$ cat src/rtl/clk_div_bank.sv
// Bank of independent integer clock dividers with glitch-free divisor reload
// applied at each channel's period boundary and a global phase-realign input.
module clk_div_bank #(
    parameter int unsigned          NCH      = 3,
    parameter int unsigned          CNT_W    = 16,
    parameter logic [NCH*CNT_W-1:0] DIV_INIT = {16'd10080, 16'd252, 16'd126}
) (
    input  logic             clk80,
    input  logic             reset,
    input  logic [NCH-1:0]   en,
    input  logic             sync,
    input  logic             div_load,
    input  logic [3:0]       div_sel,
    input  logic [CNT_W-1:0] div_data,
    output logic [NCH-1:0]   clk_out,
    output logic [NCH-1:0]   rise_stb,
    output logic [NCH-1:0]   wrap_stb,
    output logic [NCH-1:0]   pend
);

    for (genvar g = 0; g < NCH; g++) begin : g_ch
        localparam logic [CNT_W-1:0] INIT = DIV_INIT[g*CNT_W +: CNT_W];

        logic [CNT_W-1:0] cnt_q, cnt_d;
        logic [CNT_W-1:0] div_q, div_d;
        logic [CNT_W-1:0] pdiv_q, pdiv_d;
        logic             clk_q, clk_d;
        logic             rise_q, rise_d;
        logic             wrap_q, wrap_d;
        logic             pend_q, pend_d;
        logic [CNT_W-1:0] ne, lo_len, cnt_n;
        logic             at_end, hit, wrapping;

        always_comb begin
            ne       = (div_q < CNT_W'(2)) ? CNT_W'(2) : div_q;
            lo_len   = ne - (ne >> 1);
            at_end   = (cnt_q == ne - 1'b1);
            cnt_n    = at_end ? '0 : cnt_q + 1'b1;
            hit      = div_load && (div_sel == 4'(g));
            wrapping = en[g] && at_end;

            cnt_d  = cnt_q;
            clk_d  = clk_q;
            rise_d = 1'b0;
            wrap_d = 1'b0;
            div_d  = div_q;
            pdiv_d = pdiv_q;
            pend_d = pend_q;

            if (sync) begin
                cnt_d  = '0;
                clk_d  = 1'b0;
                div_d  = hit ? div_data : pdiv_q;
                pdiv_d = div_d;
                pend_d = 1'b0;
            end else begin
                if (en[g]) begin
                    cnt_d  = cnt_n;
                    clk_d  = (cnt_n >= lo_len);
                    rise_d = (cnt_n == lo_len);
                    wrap_d = at_end;
                end
                // A load landing on the wrap edge bypasses the pending register
                if (hit) begin
                    pdiv_d = div_data;
                    if (wrapping) begin
                        div_d  = div_data;
                        pend_d = 1'b0;
                    end else begin
                        pend_d = 1'b1;
                    end
                end else if (wrapping) begin
                    div_d  = pdiv_q;
                    pend_d = 1'b0;
                end
            end
        end

        always_ff @(posedge clk80 or negedge reset) begin
            if (!reset) begin
                cnt_q  <= '0;
                div_q  <= INIT;
                pdiv_q <= INIT;
                clk_q  <= 1'b0;
                rise_q <= 1'b0;
                wrap_q <= 1'b0;
                pend_q <= 1'b0;
            end else begin
                cnt_q  <= cnt_d;
                div_q  <= div_d;
                pdiv_q <= pdiv_d;
                clk_q  <= clk_d;
                rise_q <= rise_d;
                wrap_q <= wrap_d;
                pend_q <= pend_d;
            end
        end

        assign clk_out[g]  = clk_q;
        assign rise_stb[g] = rise_q;
        assign wrap_stb[g] = wrap_q;
        assign pend[g]     = pend_q;
    end

endmodule

$ cat config.mk
export PLATFORM = sky130hd
export DESIGN_NAME = clk_div_bank
export DESIGN_NICKNAME = d
export VERILOG_FILES = /design/src/rtl/clk_div_bank.sv
export SDC_FILE = /design/constraint.sdc
export NUM_CORES = 1
export LEC_CHECK = 0
export CAP_MARGIN = 20
export CORE_MARGIN = 2
export CORE_UTILIZATION = 50
export CTS_CLUSTER_SIZE = 12
export DETAILED_ROUTE_END_ITERATION = 8
export PLACE_DENSITY = 0.67
export SLEW_MARGIN = 20
export SYNTH_ARGS = -nofsm -noshare
export SYNTH_HDL_FRONTEND = slang
export SYNTH_SLANG_ARGS = --single-unit
$ cat constraint.sdc
create_clock -name clk80 -period 6.6 [get_ports clk80]
set_input_delay 1.98 -clock clk80 [delete_from_list [all_inputs] [get_ports clk80]]
set_output_delay 1.98 -clock clk80 [all_outputs]
set_load 0.05 [all_outputs]
==> impl_metrics.toml, run 1 <==
[outcome]
status = "finished, final reports clean"

[synth]
yosys-top-cells-count = "ha_1, nor2_1, dfrtp_1"
synth-edff-count = 0
synthArstFlopShare_pct = 100
syn_inst = 1486
netlist.area_leader.share_pct = 22.3
ys_ff_latch = 156
synth_area_leaders = "dfrtp_1, ha_1, mux2_2"
synth_ff_type = "dfrtp_1"
yosys.cell_types.count = 77
yosys_warnings = 0
synth_most_common_cell = "ha_1"
syn_area_um2 = 13400
avgSynthCellArea_um2 = 9.05
yosysSeqAreaShare_pct = 29.4
yosys.area.top_type = "dfrtp_1"
synth_nets = 1663

[die]
die-area_um2 = 28200
core_area_um2 = 26700
die_width_um = 168
num_io_pins = 39
rows = 60
initial_core_util_pct = 50.5
die_y_um = 168

[pwr]
power_density_nw_per_um2 = 339
ir_drop_v = 0.000173
leakagePower_nw = 6.58

[clocking]
cts_root_buffer = "clkbuf_16"
cts_resized = 0
clkLatencyLatePin_ps = 450
cts_sinks = 156
cts_hold_buf = 0
post_cts_buffers = 0
clk_pin_slew_ps = 70
cts_tree = "yes"
cts_made_buffers = 17
htreeDepth = 4
clk_path_buf_depth = 2

[drt]
drt-pass1-iter-count = 5
drc = 0
wl_met1_mm = 15.1
wl_mm = 32.4
vias = 10242
wl_per_cell_um = 17.9
drtAntennaViolNets = 0
wl_met3_um = 928
wl_met2_mm = 15.7
highest_layer = "met4"
viasPerCell = 5.66
drt_iter0_drc = 529

[global_route]
track_usage_pct = 23.5
grt_pass1_wl_mm = 52.8
grt_max_degree = 67
grt-ovfl-total = 0
grt_pass1_vias = 10113
antenna_found_initial = 0

[layout]
multi_input_area_um2 = 8660
final_layout_size_suffix_gt1_share_pct = 14.8
final_cells = 1810
final_area_um2 = 14600
nFillCells = 2373
seq_area_um2 = 3950
syn_to_final_growth_pct = 8.34
fin_nets = 1633
antennaDiodeCount = 0

[sta]
final.setup_skew_ps = 15.3
finalCritPeriodShare_pct = 84.7
rsz0062_at_grt = "false"
fmax_mhz = 179
fin_crit_ps = 5590
tightest_slew_ps = 1030
hold_viol = 0
slew_viol_final = 0
finalSetupViolations = 0
holdWs_ps = 498
max-slew-margin-rel_pct = 31.3
finalSetupTns_ps = 0
finalWorstSetupSlack_ps = 1010

[worst_hold_path]
hold_class = "flip-flop to flip-flop"

[worst_setup_path]
path_max_fanout = 15
arrival_ps = 5900
cp.required_ps = 6910
cp-start-kind = "flip-flop"
critPathKind = "flip-flop to flip-flop"
crit_path_end_kind = "flip-flop"

[placement]
numPlacedInstances = 1776
io_buffers = 38
globalplace.congestion = 0.937
placed_area_um2 = 13900
dpl_worst_slack_ps = 1040
dp_hpwl_mm = 25.2

[job]
maxCapViolCount = 0
[per-stage QoR]
step / util, % / power (mW)
final: 54.7 / 4.94
after global routing: 54.7 / 5.32
after CTS: 54.6 / 4.95
after detailed placement: 52.2 / 3.88
after global placement: 52.2 / 3.84
after floorplan: - / 3.28
[sequential cells by signal (all words and copies together), names as in the netlist]
name / flops
g_ch.clk_q: 3
g_ch.cnt_q: 48
g_ch.div_q: 48
g_ch.pdiv_q: 48
g_ch.pend_q: 3
g_ch.rise_q: 3
g_ch.wrap_q: 3
[area by class of cell]
cell class	instances	area share, %
tap	341	2.93
timing repair buffer	54	3.50
inverter	104	2.68
sequential	156	27.1
clock inverter	15	1.42
clock buffer	17	2.92
multi-input combinational	1123	59.5
[cell usage in the layout, fill, tap and decap left out, types with 14 or more instances in the layout]
| cell | instances |
|---|---|
| a211oi_1 | 14 |
| a21o_1 | 20 |
| a21oi_1 | 48 |
| and3_1 | 19 |
| buf_4 | 14 |
| clkbuf_16 | 17 |
| clkdlybuf4s50_1 | 36 |
| dfrtp_1 | 120 |
| dfstp_2 | 36 |
| ha_1 | 147 |
| inv_1 | 104 |
| mux2_2 | 88 |
| mux2_4 | 14 |
| nand2_1 | 78 |
| nand2b_1 | 44 |
| nand3_1 | 40 |
| nand4_1 | 23 |
| nor2_1 | 142 |
| nor2b_1 | 28 |
| nor3_1 | 21 |
| nor4_1 | 15 |
| o21ai_0 | 42 |
| o22ai_1 | 16 |
| xnor2_1 | 93 |
| xor2_1 | 51 |
[power by group]
group          leakage, nW  switching (mW)  internal, mW  total, mW
Sequential            1.95           0.167          1.15       1.32
Combinational         4.33            1.45          1.13       2.58
Clock                0.304           0.513         0.524       1.04
[path summary, 6_finish.rpt]
kind                                                from                            end  slack [ps]  cells after the start
max reg2reg                g_ch[1].div_q[14]$_DFFE_PN0P_      g_ch[1].clk_q$_DFFE_PN0P_        1010                     22
max                        g_ch[1].div_q[14]$_DFFE_PN0P_      g_ch[1].clk_q$_DFFE_PN0P_        1010                     22
max in group asynchronous                          reset    g_ch[2].pdiv_q[3]$_DFF_PN0_        3980                      2
min in group asynchronous                          reset  g_ch[0].cnt_q[14]$_DFFE_PN0P_        1480                      1
min reg2reg                 g_ch[0].pdiv_q[12]$_DFF_PN0_   g_ch[0].pdiv_q[12]$_DFF_PN0_         500                      1
min                         g_ch[0].pdiv_q[12]$_DFF_PN0_   g_ch[0].pdiv_q[12]$_DFF_PN0_         500                      1
[layer usage]
metal,GRT usage [%],up-vias
li1,-,5083
met1,30.5,4943
met2,40.5,170
met3,3.50,46
met4,7.03,0
met5,0,-
[worst max-delay path, stage by stage, from the launching register on]
cell and delay (ps):
dfrtp_1 400, inv_1 80, ha_1 140, nor4b_1 530
nand4_1 260, nand2_1 170, ha_1 200, nand4_1 220
or3_1 400, a2111oi_0 400, nand4_1 190, nand4b_1 210
buf_4 210, nor2_1 520, nor2_1 120, ha_1 340
a21oi_1 170, o221ai_1 130, a21o_1 190, a21o_1 160
a21o_1 170, a21oi_1 160, o22ai_1 90
[cells by family (layout without fill, tap and decap cells)]
kind of cell | after synthesis | count (layout) | share of synthesized area, %
compound gates | 239 | 239 | 12.6
fa+ha+maj | 150 | 150 | 14.1
simple gates | 481 | 481 | 18.5
xor+xnor | 149 | 149 | 10.1
flops | 156 | 156 | 29.4
mux | 104 | 104 | 9.08
buf+inv | 207 | 190 | 6.26
No activity file was read; power rests on OpenSTA's default activity.
==> run 2, diff against run 1 <==
==> constraint.sdc (replaced) <==
create_clock -name clk80 -period 5.5 [get_ports clk80]
set_input_delay 1.65 -clock clk80 [delete_from_list [all_inputs] [get_ports clk80]]
set_output_delay 1.65 -clock clk80 [all_outputs]
set_load 0.05 [all_outputs]
==> run 2 against run 1 <==
Net effect: hold slack lost 6.6 ps; sequential power grew 20%; flip-flop and latch count is the same; fmax grew 7.4%; first-iteration DRC count is the same; global-route usage grew 0.35 points; via count grew 0.98%; combinational power grew 21%; routed wire length grew 2.4%; core utilization grew 0.30 points; final area grew 0.54%; cell count grew 0.66%; critical path type unchanged; largest cell class unchanged.
==> impl_metrics.toml, run 2 (synthesized netlist as in run 1, its figures left out) <==
[pwr]
pwr-share-seq_pct = 26.5
p_comb_share_pct = 52.6
clkPwrFrac_pct = 20.9
leakagePower_nw = 6.63
internal_power_mw = 3.39
switching_share_pct = 43.0
switchingPower_mw = 2.55
power_density_nw_per_um2 = 406
ir_drop_v = 0.000292
fin_total_pwr_mw = 5.95

[drt]
wl_met1_mm = 15.3
drt-pass1-iter-count = 5
vias = 10342
drc = 0
drt_iter0_drc = 529
drtAntennaViolNets = 0
wl_met3_um = 971
wl_per_cell_um = 18.2
wl_mm = 33.1
highest_layer = "met4"
wl_met2_mm = 16.1
viasPerCell = 5.68

[placement]
numPlacedInstances = 1788
dp_hpwl_mm = 25.3
globalplace.congestion = 0.899
io_buffers = 38

[layout]
final_cells = 1822
most-common-layout-cells = "ha_1, nor2_1, dfrtp_1"
antennaDiodeCount = 0
syn_to_final_growth_pct = 8.92
fin_nets = 1645
reg.largest.list = "g_ch.cnt_q (48), g_ch.div_q (48), g_ch.pdiv_q (48)"
final_layout_size_suffix_gt1_share_pct = 15.7
layout_commonest_cell = "ha_1"

[clocking]
cts_sinks = 156
clk_path_buf_depth = 2
htreeDepth = 4
clkLatencyLatePin_ps = 440
cts_made_buffers = 17
cts_root_buffer = "clkbuf_16"
cts_tree = "yes"
clk_pin_slew_ps = 80

[worst_setup_path]
critPathKind = "flip-flop to flip-flop"
arrival_ps = 5510
critPathMaxStageDelay_ps = 690
ff2ff_setup_slack_ps = 300
cp-start-kind = "flip-flop"
cp.required_ps = 5810
path_cells = "or4_1 -> or4_1 -> nor2b_1 -> ha_1 -> or2_2 -> a221oi_1 -> o211a_1 -> o211ai_1 -> a211oi_1 -> nor2_1 -> a311oi_1 -> ha_1 -> nand4_1 -> o2111ai_1 -> a211oi_1 -> nor4_1"
path_max_fanout = 5
cpMaxStageDelayCell = "or4_1"
crit_path_end_kind = "flip-flop"

[sta]
rsz0062_at_grt = "false"
tightest_slew_ps = 1040
finalSetupViolations = 0
finalCritPeriodShare_pct = 94.6
slew_viol_final = 0
fmax_mhz = 192
hold_viol = 0
final.setup_skew_ps = 8.36
max-slew-margin-rel_pct = 30.4
fin_crit_ps = 5200
finalSetupTns_ps = 0

[global_route]
grt_max_degree = 78
grt_pass1_wl_mm = 53.2
grt_pass1_vias = 10117
track_usage_pct = 23.8
antenna_found_initial = 0
grt-ovfl-total = 0

[outcome]
status = "finished, final reports clean"

[worst_hold_path]
hold_class = "flip-flop to flip-flop"

[job]
maxCapViolCount = 0

[die]
rows = 60
die-area_um2 = 28200
core_area_um2 = 26700
initial_core_util_pct = 50.5
num_io_pins = 39
die_width_um = 168
die_y_um = 168
run 2: layer usage:
layer	up-vias	GRT usage, %
met5	-	0
met4	0	7.03
met1	4984	30.8
li1	5111	-
met3	51	2.94
met2	196	41.8
run 2: power by group through the flow:
stage / clock network, mW / logic, mW / registers [mW]
3_5_place_dp: 0 / 3.09 / 1.59
6_report: 1.24 / 3.13 / 1.58
3_3_place_gp: 0 / 3.03 / 1.58
5_1_grt: 1.31 / 3.49 / 1.60
4_1_cts: 1.27 / 3.12 / 1.57
2_1_floorplan: 0 / 2.42 / 1.52
run 2: timing repair:
action                                 in CTS  in global routing
setup endpoints to repair                   0                  4
setup buffers                               0                  2
resized for setup                           0                  3
hold buffers                                0                  0
endpoints found under the hold margin       0                  0
run 2: path summary, 6_finish.rpt:
path	startpoint	to	depth (start not counted)
max	g_ch[2].div_q[2]$_DFFE_PN0P_	g_ch[2].clk_q$_DFFE_PN0P_	16
min	g_ch[0].pend_q$_DFFE_PN0P_	g_ch[0].pend_q$_DFFE_PN0P_	1
max reg2reg	g_ch[2].div_q[2]$_DFFE_PN0P_	g_ch[2].clk_q$_DFFE_PN0P_	16
min reg2reg	g_ch[0].pend_q$_DFFE_PN0P_	g_ch[0].pend_q$_DFFE_PN0P_	1
max in group asynchronous	reset	g_ch[0].div_q[4]$_DFFE_PN1P_	2
min in group asynchronous	reset	g_ch[0].cnt_q[12]$_DFFE_PN0P_	1
run 2: cell type report:
class                           instances  area, um^2
Fill cell                            2396       12000
Multi-Input combinational cell       1123        8680
Sequential cell                       156        3950
Timing Repair Buffer                   66         587
Tap cell                              341         427
Clock buffer                           17         425
Inverter                              104         390
Clock inverter                         15         194
run 2: critical path, delay by kind of cell, from the launching register on:
kind,cells,cell delay (ps)
and+or+nand+nor,7,2050
AOI/OAI and AO/OA,7,1980
adders and majority gates,2,610
DFF,1,450
run 2: stage by stage:
stage | util, % | hold WS (ps) | instance area, um^2 | setup WS [ps]
4_1_cts | 54.9 | 496 | 14600 | 299
6_report | 55.0 | 492 | 14600 | 296
3_5_place_dp | 52.5 | 479 | 14000 | 307
3_3_place_gp | 52.5 | 474 | 14000 | 420
5_1_grt | 55.0 | 508 | 14600 | 8.74
2_1_floorplan | - | 465 | 13400 | 541
